[src/rtl/mii_tx_arbiter.sv]
// Round-robin arbiter for the 64-bit MII transmit lane: wraps each granted frame in
// START/terminate columns, emits ERROR columns on source underrun and enforces the idle gap.
module mii_tx_arbiter #(
    parameter int DATA_WIDTH = 64,
    parameter int CTRL_WIDTH = 8,
    parameter int N_REQ      = 2
) (
    input  logic                        clk,
    input  logic                        i_rst_n,
    input  logic                        i_enable,
    input  logic [3:0]                  i_ipg_cols,
    input  logic [N_REQ-1:0]            i_req_valid,
    input  logic [N_REQ*DATA_WIDTH-1:0] i_req_data,
    input  logic [N_REQ-1:0]            i_req_last,
    input  logic [N_REQ*3-1:0]          i_req_lastb,
    output logic [N_REQ-1:0]            o_req_ready,
    output logic [DATA_WIDTH-1:0]       o_tx_data,
    output logic [CTRL_WIDTH-1:0]       o_tx_ctrl,
    output logic [N_REQ-1:0]            o_grant,
    output logic                        o_busy,
    output logic                        o_underrun
);

    localparam int IDX_W = (N_REQ > 1) ? $clog2(N_REQ) : 1;

    localparam logic [DATA_WIDTH-1:0] IDLE_COL  = 64'h0707070707070707;
    localparam logic [DATA_WIDTH-1:0] START_COL = 64'hD5555555555555FB;
    localparam logic [DATA_WIDTH-1:0] ERROR_COL = 64'hFEFEFEFEFEFEFEFE;
    localparam logic [CTRL_WIDTH-1:0] CTRL_ALL  = {CTRL_WIDTH{1'b1}};

    typedef enum logic [2:0] {
        S_IDLE,
        S_START,
        S_PAYLOAD,
        S_TERM,
        S_IPG
    } state_t;

    state_t                  r_state,     w_stateNext;
    logic [N_REQ-1:0]        r_grant,     w_grantNext;
    logic [IDX_W-1:0]        r_owner,     w_ownerNext;
    logic [IDX_W-1:0]        r_rr,        w_rrNext;
    logic [3:0]              r_cnt,       w_cntNext;
    logic [DATA_WIDTH-1:0]   r_txData,    w_txDataNext;
    logic [CTRL_WIDTH-1:0]   r_txCtrl,    w_txCtrlNext;
    logic                    r_underrun,  w_underrunNext;

    logic                    w_ownValid;
    logic                    w_ownLast;
    logic [2:0]              w_ownLastb;
    logic [DATA_WIDTH-1:0]   w_ownData;
    logic                    w_found;
    logic [IDX_W-1:0]        w_winner;
    logic [3:0]              w_ipgLoad;

    // Lanes below k keep word data, lane k carries the terminate, the rest are idle fill.
    function automatic logic [DATA_WIDTH-1:0] termData(input logic [DATA_WIDTH-1:0] word,
                                                      input logic [2:0] k);
        logic [DATA_WIDTH-1:0] res;
        res = IDLE_COL;
        for (int b = 0; b < CTRL_WIDTH; b++) begin
            if (b < int'(k))
                res[b*8 +: 8] = word[b*8 +: 8];
            else if (b == int'(k))
                res[b*8 +: 8] = 8'hFD;
            else
                res[b*8 +: 8] = 8'h07;
        end
        return res;
    endfunction

    assign w_ipgLoad = (i_ipg_cols == 4'd0) ? 4'd1 : i_ipg_cols;

    always_comb begin
        w_ownValid = 1'b0;
        w_ownLast  = 1'b0;
        w_ownLastb = '0;
        w_ownData  = '0;
        for (int r = 0; r < N_REQ; r++) begin
            if (r_owner == IDX_W'(r)) begin
                w_ownValid = i_req_valid[r];
                w_ownLast  = i_req_last[r];
                w_ownLastb = i_req_lastb[r*3 +: 3];
                w_ownData  = i_req_data[r*DATA_WIDTH +: DATA_WIDTH];
            end
        end
    end

    // Search starts one past the last winner so every requester gets a turn.
    always_comb begin
        w_found  = 1'b0;
        w_winner = r_rr;
        for (int i = 1; i <= N_REQ; i++) begin
            for (int r = 0; r < N_REQ; r++) begin
                if (!w_found && i_req_valid[r] && (((int'(r_rr) + i) % N_REQ) == r)) begin
                    w_found  = 1'b1;
                    w_winner = IDX_W'(r);
                end
            end
        end
    end

    always_comb begin
        w_stateNext    = r_state;
        w_grantNext    = r_grant;
        w_ownerNext    = r_owner;
        w_rrNext       = r_rr;
        w_cntNext      = r_cnt;
        w_txDataNext   = IDLE_COL;
        w_txCtrlNext   = CTRL_ALL;
        w_underrunNext = 1'b0;
        case (r_state)
            S_IDLE: begin
                if (i_enable && w_found) begin
                    w_stateNext  = S_START;
                    w_ownerNext  = w_winner;
                    w_rrNext     = w_winner;
                    w_txDataNext = START_COL;
                    w_txCtrlNext = CTRL_WIDTH'(1);
                    for (int r = 0; r < N_REQ; r++)
                        w_grantNext[r] = (w_winner == IDX_W'(r));
                end
            end
            S_START, S_PAYLOAD: begin
                if (w_ownValid) begin
                    if (!w_ownLast) begin
                        w_stateNext  = S_PAYLOAD;
                        w_txDataNext = w_ownData;
                        w_txCtrlNext = '0;
                    end else if (w_ownLastb == 3'd7) begin
                        w_stateNext  = S_TERM;
                        w_txDataNext = w_ownData;
                        w_txCtrlNext = '0;
                    end else begin
                        w_stateNext  = S_IPG;
                        w_txDataNext = termData(w_ownData, w_ownLastb + 3'd1);
                        w_txCtrlNext = CTRL_ALL << (w_ownLastb + 3'd1);
                        w_cntNext    = w_ipgLoad;
                        w_grantNext  = '0;
                    end
                end else begin
                    // A missing word does not end the frame; it is marked with an error column.
                    w_stateNext    = S_PAYLOAD;
                    w_txDataNext   = ERROR_COL;
                    w_underrunNext = 1'b1;
                end
            end
            S_TERM: begin
                w_stateNext  = S_IPG;
                w_txDataNext = termData(IDLE_COL, 3'd0);
                w_cntNext    = w_ipgLoad;
                w_grantNext  = '0;
            end
            S_IPG: begin
                if (r_cnt <= 4'd1) begin
                    w_stateNext = S_IDLE;
                    w_cntNext   = '0;
                end else begin
                    w_cntNext = r_cnt - 4'd1;
                end
            end
            default: begin
                w_stateNext = S_IDLE;
                w_grantNext = '0;
            end
        endcase
    end

    always_ff @(posedge clk or negedge i_rst_n) begin
        if (!i_rst_n) begin
            r_state    <= S_IDLE;
            r_grant    <= '0;
            r_owner    <= '0;
            r_rr       <= IDX_W'(N_REQ - 1);
            r_cnt      <= '0;
            r_txData   <= IDLE_COL;
            r_txCtrl   <= CTRL_ALL;
            r_underrun <= 1'b0;
        end else begin
            r_state    <= w_stateNext;
            r_grant    <= w_grantNext;
            r_owner    <= w_ownerNext;
            r_rr       <= w_rrNext;
            r_cnt      <= w_cntNext;
            r_txData   <= w_txDataNext;
            r_txCtrl   <= w_txCtrlNext;
            r_underrun <= w_underrunNext;
        end
    end

    assign o_req_ready = ((r_state == S_START) || (r_state == S_PAYLOAD)) ? r_grant : '0;
    assign o_tx_data   = r_txData;
    assign o_tx_ctrl   = r_txCtrl;
    assign o_grant     = r_grant;
    assign o_busy      = (r_state != S_IDLE);
    assign o_underrun  = r_underrun;

endmodule
[config.mk]
export PLATFORM = sky130hd
export DESIGN_NAME = mii_tx_arbiter
export DESIGN_NICKNAME = d
export VERILOG_FILES = /design/src/rtl/mii_tx_arbiter.sv
export SDC_FILE = /design/constraint.sdc
export NUM_CORES = 1
export LEC_CHECK = 0
export ABC_AREA = 1
export ABC_CLOCK_PERIOD_IN_PS = 4800
export CORE_MARGIN = 2
export CORE_UTILIZATION = 42
export CTS_CLUSTER_SIZE = 30
export DETAILED_ROUTE_END_ITERATION = 8
export GPL_ROUTABILITY_DRIVEN = 0
export PLACE_DENSITY = 0.8
export SETUP_SLACK_MARGIN = 0.15
export SYNTH_ARGS = -nofsm -noshare
export SYNTH_HDL_FRONTEND = slang
export SYNTH_SLANG_ARGS = --single-unit
[constraint.sdc]
create_clock -name clk -period 4.8 [get_ports clk]
set_clock_uncertainty 0.05 [all_clocks]
set_input_delay 0.72 -clock clk [delete_from_list [all_inputs] [get_ports clk]]
set_output_delay 0.72 -clock clk [all_outputs]
set_load 0.03 [all_outputs]
* Word-level counts from Yosys, hierarchy flattened
Cells that the tools add are included.
** Operators by class
- Eq/ne operators :: 19
- $lt $le $gt $ge :: 8
- Add/subtract/negate cells :: 4
- Reduce and logical (&&, ||, !) cells :: 24
- Bitwise gates (word level) :: 4
- Shifts and indexed selects :: 1
- Muxes and demuxes :: 57
** Operators with widths (number)
- $mux 64 :: 5
- $pmux 64 s3 :: 1
- $mux 8 :: 19
- $logic_not 32->1 :: 2
- $mux 4 :: 5
- $mux 3 :: 6
- $pmux 8 s2 :: 1
- $eq 3x3->1 const A :: 4
- $mux 1 :: 12
- $pmux 3 s4 :: 1
- $pmux 4 s3 :: 1
- $mux 2 :: 5
- $ne 2x2->1 const B :: 5
- $lt 3x3->1 const A :: 3
- $logic_and 1x1->1 :: 8
- $shl 8x3->8 const A :: 1
- $eq 2x3->1 const A :: 2
- $eq 3x2->1 const B :: 2
- $eq 3x3->1 const B :: 2
- $logic_not 3->1 :: 2
- $lt 1x3->1 const A :: 2
- $lt 2x3->1 const A :: 2
- $pmux 2 s3 :: 1
- $reduce_bool 3->1 :: 2
- other kinds (16) :: 23
** Storage, ports and cells
- Input port bits :: 145
- Register bits :: 84
- Logic and storage cells :: 125
- Output and inout port bits :: 78

* Logic depth before layout (Yosys ltp)
Gate-level depths: netlist (run 1).
- Depth after elaboration :: 20
- Depth in mapped cells :: 19
- Mapped depth without buffers :: 15

* Least setup slack after synthesis (run 1)
OpenSTA, ideal clock, no wires.
- Kind :: reg-to-reg
- Start :: register r_owner
- End :: register r_txData[4] (netlist: o_tx_data[4])
- Clock period less this slack :: 2708 ps
- Required time :: 4618 ps
- Cell stages (with the launch flop) :: 18
- Arrival time :: 2526 ps
- Buffers on the path :: 4
- Path slack :: 2092 ps
- Library setup time :: 132 ps
- Path through :: dfrtp_1 buf_4 inv_4 buf_2 buf_4 or2_1 o21ai_1 inv_1 ha_1 inv_1 ha_1 buf_2 nor2_1 inv_1 nor2_2 nand2_2 nand3_1 nand3_1
** Between the ends
- Word-level cells in the longest chain between the ends :: 9
- Elaborated cells on any way between the ends :: 14
- Those cells by class :: 1 x add/sub; 1 x order compare; 1 x eq/ne; 10 x mux; 1 x reduce/logical
** Ends and longest elaborated chain
- start: declaration :: line 41 : logic [IDX_W-1:0] r_owner, w_ownerNext;
- start signal: assignment :: line 182 : r_owner <= w_ownerNext;
- branches (longest 7 deep; another with $add 3x1->3)
- $mux 64 * :: line 125 : if (w_ownValid) begin
- $pmux 64 s3 * :: line 112 : case (r_state)
- net w_txDataNext[4] :: line 44 : logic [DATA_WIDTH-1:0] r_txData, w_txDataNext;
- end signal: assignment :: line 185 : r_txData <= w_txDataNext;
- end: declaration :: line 44
Mark *: on every way through the listed nets, which the timed path passes.
A chain may end at the register's enable or synchronous reset.

* Final worst setup path (run 1)
- Start :: register r_owner
- End :: register r_txData[37] (netlist: o_tx_data[37])
** Between the ends
- Word-level cells in the longest chain between the ends :: 9
- Elaborated cells on any way between the ends :: 14
- Those cells by class :: 1 x add/sub; 1 x order compare; 2 x eq/ne; 10 x mux
** Ends and longest elaborated chain (line)
- branches (longest 7 deep; another with $add 3x1->3)
- $mux 64 * :: 125
- $pmux 64 s3 * :: 112
- net w_txDataNext[37] :: 44
Marked as above.

==> impl_metrics.py, run 1 <==
metrics = {
    "synthesis": {
        "synth_warnings": 0,
        "synth-seq-area-share": 0.465,
        "ys_ff_latch": 84,
        "syn_inst": 587,
        "synth_cell_types": 34,
        "syn_nets": 741,
        "syn_area_per_cell_sq_um": 7.85,
        "syn_area_sq_um": 4610,
    },
    "floorplanning": {
        "fp.dieH_um": 109,
        "std_cell_rows": 38,
        "core_sq_um": 10800,
        "die_w_um": 109,
        "start_util": 0.427,
        "pin_count": 223,
        "dieArea_sq_um": 11800,
    },
    "worst_setup_path": {
        "cp_cell_sequence": "buf_4 -> nand2_1 -> nand2_2 -> ha_1 -> inv_1 -> ha_1 -> inv_1 -> nor2_1 -> nand2_1 -> nand2_1 -> nand2_1 -> nand2_1 -> o21ai_1",
        "cp-start-kind": "register",
        "crit_family": "simple AND/OR/NAND/NOR gates",
        "crit_top_cell": "nand2_1",
        "crit_fanout": 52,
        "worstPathArrival_ns": 3.77,
        "critPathMaxStageDelay_ns": 0.64,
        "path_class": "reg2reg",
        "worst-path-buf-inv": 3,
        "r2r_start": "r_owner$_DFFE_PN0N_",
        "crit_start": "r_owner$_DFFE_PN0N_",
        "cp.required_ns": 4.98,
        "critPathCaptureType": "register",
        "cpMaxStageDelayCell": "dfrtp_2",
    },
    "placement": {
        "dp.cells": 927,
        "port_buffers": 222,
        "dp_hpwl_mm": 11.4,
    },
    "sta": {
        "rsz0062_at_grt": "no",
        "slew_headroom": 0.323,
        "fin_tns_setup_ns": 0,
        "fin_crit_ns": 3.59,
        "hold_viol_final": 0,
        "setup_viol": 0,
        "fin_crit_sh": 0.747,
        "max_clock_freq_ghz": 0.279,
        "drv_slew": 0,
        "tightest_slew_ns": 1.02,
    },
    "clocking": {
        "cts_root_buf": "clkbuf_8",
        "cts_setup_buffers": 0,
        "clk_pin_slew_ns": 0.10,
        "clockBufferDepth": 2,
        "cts_tree": "yes",
        "htreeDepth": 3,
        "numCtsBuffers": 9,
        "cts_resized": 0,
        "cts.sinks": 84,
        "clk_latency_ns": 0.36,
        "hold_buffers": 0,
    },
    "pwr": {
        "p_per_area_nw_per_um2": 683,
        "ir_drop_v": 0.000370,
        "power.leakage_uw": 0.00324,
    },
    "cells_and_area": {
        "fillers": 964,
        "layout_common_cells": "clkdlybuf4s50_1 (221), nand2_1 (217), nand3_1 (62), dfrtp_1 (50), nor2_1 (41)",
        "final_cells": 943,
        "diodes": 0,
        "syn_to_final_growth_pct": 53.9,
        "layout_commonest_cell": "clkdlybuf4s50_1",
        "final_nets": 952,
        "drive_above_1_share": 0.105,
    },
    "grt": {
        "grt_first_pass_wirelength_mm": 24.0,
        "antenna_found_initial": 0,
        "grt_pass1_vias": 4908,
        "grt_max_degree": 85,
        "grtUsageTotal": 0.263,
        "grt.overflow.total": 0,
    },
    "routing": {
        "drt-initial-drc-count": 379,
        "dr.pass1.iters": 5,
        "routed-via-count": 4950,
        "detail_route.wl_per_cell_um": 16.3,
        "drtAntennaViolNets": 0,
        "wl_mm": 15.4,
        "viasPerCell": 5.25,
        "drc": 0,
    },
    "outcome": {
        "run_status": "finished, final reports clean",
    },
    "run": {
        "drv_cap": 0,
    },
    "hold_path": {
        "hold_class": "in2async",
    },
}
[worst reg2reg max path: stages, from the launching register on]
cell and delay [ns]:
dfrtp_2 0.64, buf_4 0.63, nand2_1 0.23, nand2_2 0.26, ha_1 0.21, inv_1 0.05
ha_1 0.41, inv_1 0.15, nor2_1 0.18, nand2_1 0.13, nand2_1 0.09, nand2_1 0.18
nand2_1 0.16, o21ai_1 0.08
[registers in the layout, indices dropped and copies added, names as in the netlist]
register    cells
o_grant         2
o_tx_ctrl       8
o_tx_data      64
o_underrun      1
r_cnt           4
r_owner         1
r_rr            1
r_state         3
[metal layers]
layer | global-route usage | vias up | share of wire
met5 | 0 | - | 0
met4 | 0.0797 | 0 | 0.021
met3 | 0.0514 | 31 | 0.083
met2 | 0.485 | 235 | 0.52
met1 | 0.308 | 2367 | 0.38
li1 | - | 2317 | -
[path summary, 6_finish.rpt]
path                                            to  slack, ns  cells past startpoint
max in group asynchronous      r_owner$_DFFE_PN0N_       3.56                      1
setup / recovery           o_tx_data[37]$_DFF_PN0_       1.21                     13
setup reg to reg           o_tx_data[37]$_DFF_PN0_       1.21                     13
hold / removal                r_cnt[0]$_DFFE_PN0P_       0.46                      1
min in group clk            o_grant[0]$_DFFE_PN0P_       0.46                      2
hold reg to reg             o_grant[0]$_DFFE_PN0P_       0.46                      2
[synthesized netlist by cell type]
library cell    n  area share
a21oi_1         9      0.0098
a31oi_1         4      0.0054
buf_1           3      0.0024
buf_2          12       0.013
buf_4           6      0.0098
buf_6           1      0.0024
clkbuf_1        3      0.0024
dfrtp_1        51        0.28
dfstp_2        33        0.19
ha_1            9       0.024
inv_1          28       0.023
inv_2           4      0.0033
inv_4           2      0.0027
mux2i_1        21       0.046
nand2_1       217        0.18
nand2_2         5      0.0068
nand2_4         2      0.0049
nand3_1        62       0.067
nand4_1        13       0.018
nor2_1         41       0.033
nor2_2          5      0.0068
nor2_4          4      0.0098
nor3_1          2      0.0022
nor3_4          1      0.0035
o2111ai_1       2      0.0038
o21a_1          1      0.0016
o21ai_0        26       0.028
o21ai_1        10       0.011
o21ai_2         2      0.0038
o21ai_4         1      0.0035
o21bai_1        1      0.0016
or2_1           1      0.0014
or2_2           4      0.0054
xnor2_1         1      0.0019
[where the power goes]
group	total [uW]	leakage, uW	internal, uW	switching (uW)
registers	1250	0.000988	1110	142
clock network	528	0.0000973	248	281
logic	3070	0.00215	1080	1980
[kinds of logic after synthesis]
kind of cell | after synthesis | share of synthesized area
AOI/OAI and AO/OA | 56 | 0.0687
xor gates and xnor gates | 1 | 0.00190
adders and majority gates | 9 | 0.0244
buffers and inverters | 59 | 0.0589
DFF | 84 | 0.465
muxes | 21 | 0.0456
and+or+nand+nor | 357 | 0.336
[layout make-up]
cell class	instances	area [sq um]	area share
Clock buffer	9	124	0.0175
Clock inverter	7	80.1	0.0113
Timing Repair Buffer	225	2240	0.316
Tap cell	140	175	0.0247
Inverter	34	133	0.0187
Multi-Input combinational cell	444	2200	0.310
Sequential cell	84	2140	0.302
[per-stage QoR]
stage                     cell area [sq um]   util  total power, uW  worst slack [ns]  hold slack [ns]
after floorplan                        4610      -             3210              2.09            0.374
after global placement                 6890  0.638             4220              1.52            0.425
after detailed placement               6890  0.638             4310              1.33            0.449
after CTS                              7090  0.657             4850              1.30            0.469
after global routing                   7090  0.657             5170             0.959            0.478
final                                  7090  0.657             4850              1.21            0.461
No activity file was read; power rests on OpenSTA's default activity.
==> run 2, diff against run 1 <==
--- a/config.mk
+++ b/config.mk
@@ -6,13 +6,13 @@
 export NUM_CORES = 1
 export LEC_CHECK = 0
 export ABC_AREA = 1
-export ABC_CLOCK_PERIOD_IN_PS = 4800
+export ABC_CLOCK_PERIOD_IN_PS = 2950
 export CORE_MARGIN = 2
-export CORE_UTILIZATION = 42
+export CORE_UTILIZATION = 37
 export CTS_CLUSTER_SIZE = 30
 export DETAILED_ROUTE_END_ITERATION = 8
 export GPL_ROUTABILITY_DRIVEN = 0
-export PLACE_DENSITY = 0.8
+export PLACE_DENSITY = 0.74
 export SETUP_SLACK_MARGIN = 0.15
 export SYNTH_ARGS = -nofsm -noshare
 export SYNTH_HDL_FRONTEND = slang
==> constraint.sdc (replaced) <==
create_clock -name clk -period 2.95 [get_ports clk]
set_clock_uncertainty 0.05 [all_clocks]
set_input_delay 0.4425 -clock clk [delete_from_list [all_inputs] [get_ports clk]]
set_output_delay 0.4425 -clock clk [all_outputs]
set_load 0.03 [all_outputs]
==> impl_metrics.py, run 2 (synthesis results as in run 1) <==
metrics = {
    "sta": {
        "rsz0062_at_grt": "no",
        "hold_viol_final": 0,
        "fin_crit_ns": 2.61,
        "tightest_slew_ns": 0.791,
        "setup_viol": 0,
        "fin_tns_setup_ns": 0,
        "slew_headroom": 0.472,
        "fin_crit_sh": 0.883,
        "drv_slew": 0,
        "max_clock_freq_ghz": 0.384,
    },
    "cells_and_area": {
        "final_nets": 965,
        "layout_commonest_cell": "clkdlybuf4s50_1",
        "largest_reg_flops": 64,
        "layout_common_cells": "clkdlybuf4s50_1 (219), nand2_1 (217), nand3_1 (62), dfrtp_1 (50), nor2_1 (40)",
        "syn_to_final_growth_pct": 59.6,
        "final_util": 0.607,
        "diodes": 0,
        "drive_above_1_share": 0.124,
        "final_area_sq_um": 7360,
    },
    "clocking": {
        "cts.sinks": 84,
        "numCtsBuffers": 9,
        "cts_root_buf": "clkbuf_16",
        "hold_buffers": 0,
        "clk_latency_ns": 0.34,
        "htreeDepth": 3,
        "clk_pin_slew_ns": 0.06,
        "clockBufferDepth": 2,
        "cts_tree": "yes",
    },
    "routing": {
        "viasPerCell": 5.02,
        "detail_route.wl_per_cell_um": 16.3,
        "wl_mm": 16.0,
        "dr.pass1.iters": 5,
        "drtAntennaViolNets": 0,
        "drc": 0,
        "drt-initial-drc-count": 269,
        "routed-via-count": 4942,
    },
    "floorplanning": {
        "std_cell_rows": 40,
        "start_util": 0.381,
        "fp.dieH_um": 116,
        "pin_count": 223,
        "die_w_um": 116,
        "dieArea_sq_um": 13400,
        "core_sq_um": 12100,
    },
    "worst_setup_path": {
        "critPathCaptureType": "register",
        "cpMaxStageDelayCell": "dfrtp_4",
        "cp_cell_sequence": "buf_4 -> o21ai_1 -> inv_1 -> ha_1 -> inv_1 -> ha_2 -> nor2_1 -> inv_1 -> nor2_2 -> nand2_2 -> nand3_1 -> nand3_1",
        "cp-start-kind": "register",
        "reg2regPathDepth": 12,
        "crit_top_cell": "inv_1",
        "crit_family": "simple AND/OR/NAND/NOR gates",
        "crit_start": "r_owner$_DFFE_PN0N_",
        "path_depth": 12,
        "crit_fanout": 13,
        "rrSetupSlack_ns": 0.34,
        "worstPathArrival_ns": 2.75,
        "worst-path-buf-inv": 4,
        "critPathMaxStageDelay_ns": 0.50,
        "cp.required_ns": 3.10,
        "rr_endpoint": "o_tx_data[6]$_DFF_PN0_",
        "r2r_start": "r_owner$_DFFE_PN0N_",
        "path_class": "reg2reg",
    },
    "pwr": {
        "power_uw": 8360,
        "p_per_area_nw_per_um2": 1140,
        "power.leakage_uw": 0.00337,
        "p_clk_frac": 0.143,
        "ir_drop_v": 0.000644,
        "p_sw_frac": 0.474,
        "switching_power_uw": 3960,
        "power_frac_comb": 0.617,
        "seqPwrFrac": 0.240,
        "p_int_uw": 4400,
    },
    "grt": {
        "grt_max_degree": 51,
        "grt.overflow.total": 0,
        "grt_pass1_vias": 4973,
        "grtUsageTotal": 0.241,
        "antenna_found_initial": 0,
        "grt_first_pass_wirelength_mm": 24.8,
    },
    "placement": {
        "post_dp_cell_area_sq_um": 7030,
        "port_buffers": 222,
        "dp_hpwl_mm": 12.3,
    },
    "hold_path": {
        "hold_class": "in2async",
    },
    "outcome": {
        "run_status": "finished, final reports clean",
    },
    "run": {
        "drv_cap": 0,
    },
}
-- run 2: cell count changes in the layout (fill, tap and decap cells not counted), sizes merged --
| cell | before | now |
|---|---|---|
| inv | 38 | 36 |
| buf | 4 | 19 |
| clkinv | 0 | 1 |
| clkdlybuf4s50 | 221 | 219 |
| clkbuf | 9 | 11 |
| clkinvlp | 2 | 1 |
-- run 2: area by class of cell --
type	count	area, sq um
Clock buffer	11	253
Inverter	34	133
Timing Repair Buffer	238	2350
Fill cell	1118	4750
Tap cell	168	210
Sequential cell	84	2150
Clock inverter	5	66.3
Multi-Input combinational cell	444	2200
-- run 2: how the worst max path moves through the flow --
stage,to,slack (ns)
after global placement,o_tx_data[4]$_DFF_PN0_,0.14
after floorplan,o_tx_data[4]$_DFF_PN0_,0.24
after global routing,o_tx_data[43]$_DFF_PN0_,0.12
after CTS,o_tx_data[6]$_DFF_PN0_,0.26
after detailed placement,o_tx_data[6]$_DFF_PN0_,0.05
final,o_tx_data[6]$_DFF_PN0_,0.34
-- run 2: power by group through the flow --
| stage | Clock (uW) | Combinational, uW | Sequential, uW |
|---|---|---|---|
| 4_1_cts | 1210 | 5110 | 2030 |
| 5_1_grt | 1250 | 5590 | 2050 |
| 2_1_floorplan | 0 | 2300 | 2930 |
| 6_report | 1190 | 5160 | 2010 |
| 3_5_place_dp | 0 | 5090 | 2050 |
| 3_3_place_gp | 0 | 4980 | 2030 |
-- run 2: metal layers --
metal | vias up | routed length, um | track usage
li1 | 2358 | - | -
met1 | 2317 | 6050 | 0.275
met2 | 231 | 8240 | 0.440
met3 | 36 | 1310 | 0.0528
met4 | 0 | 428 | 0.0905
met5 | - | 0 | 0
-- run 2: through the flow --
stage | hold WS, ns | std cells | worst slack [ns]
2_1_floorplan | 0.0969 | 587 | 0.242
3_3_place_gp | 0.409 | 967 | 0.145
3_5_place_dp | 0.417 | 967 | 0.0530
4_1_cts | 0.0587 | 983 | 0.261
5_1_grt | 0.0802 | 984 | 0.120
6_report | 0.0355 | 984 | 0.345
-- run 2: worst reg2reg max path, cell delays in order, from the launching register on --
cell and delay, ns:
dfrtp_4 0.50, buf_4 0.21, o21ai_1 0.19, inv_1 0.11
ha_1 0.20, inv_1 0.07, ha_2 0.32, nor2_1 0.16
inv_1 0.15, nor2_2 0.19, nand2_2 0.13, nand3_1 0.10
nand3_1 0.09
-- run 2: what timing repair did --
item,in CTS,in global routing
buffers inserted,0,1
gates resized for setup,0,2
setup endpoints to repair,0,36
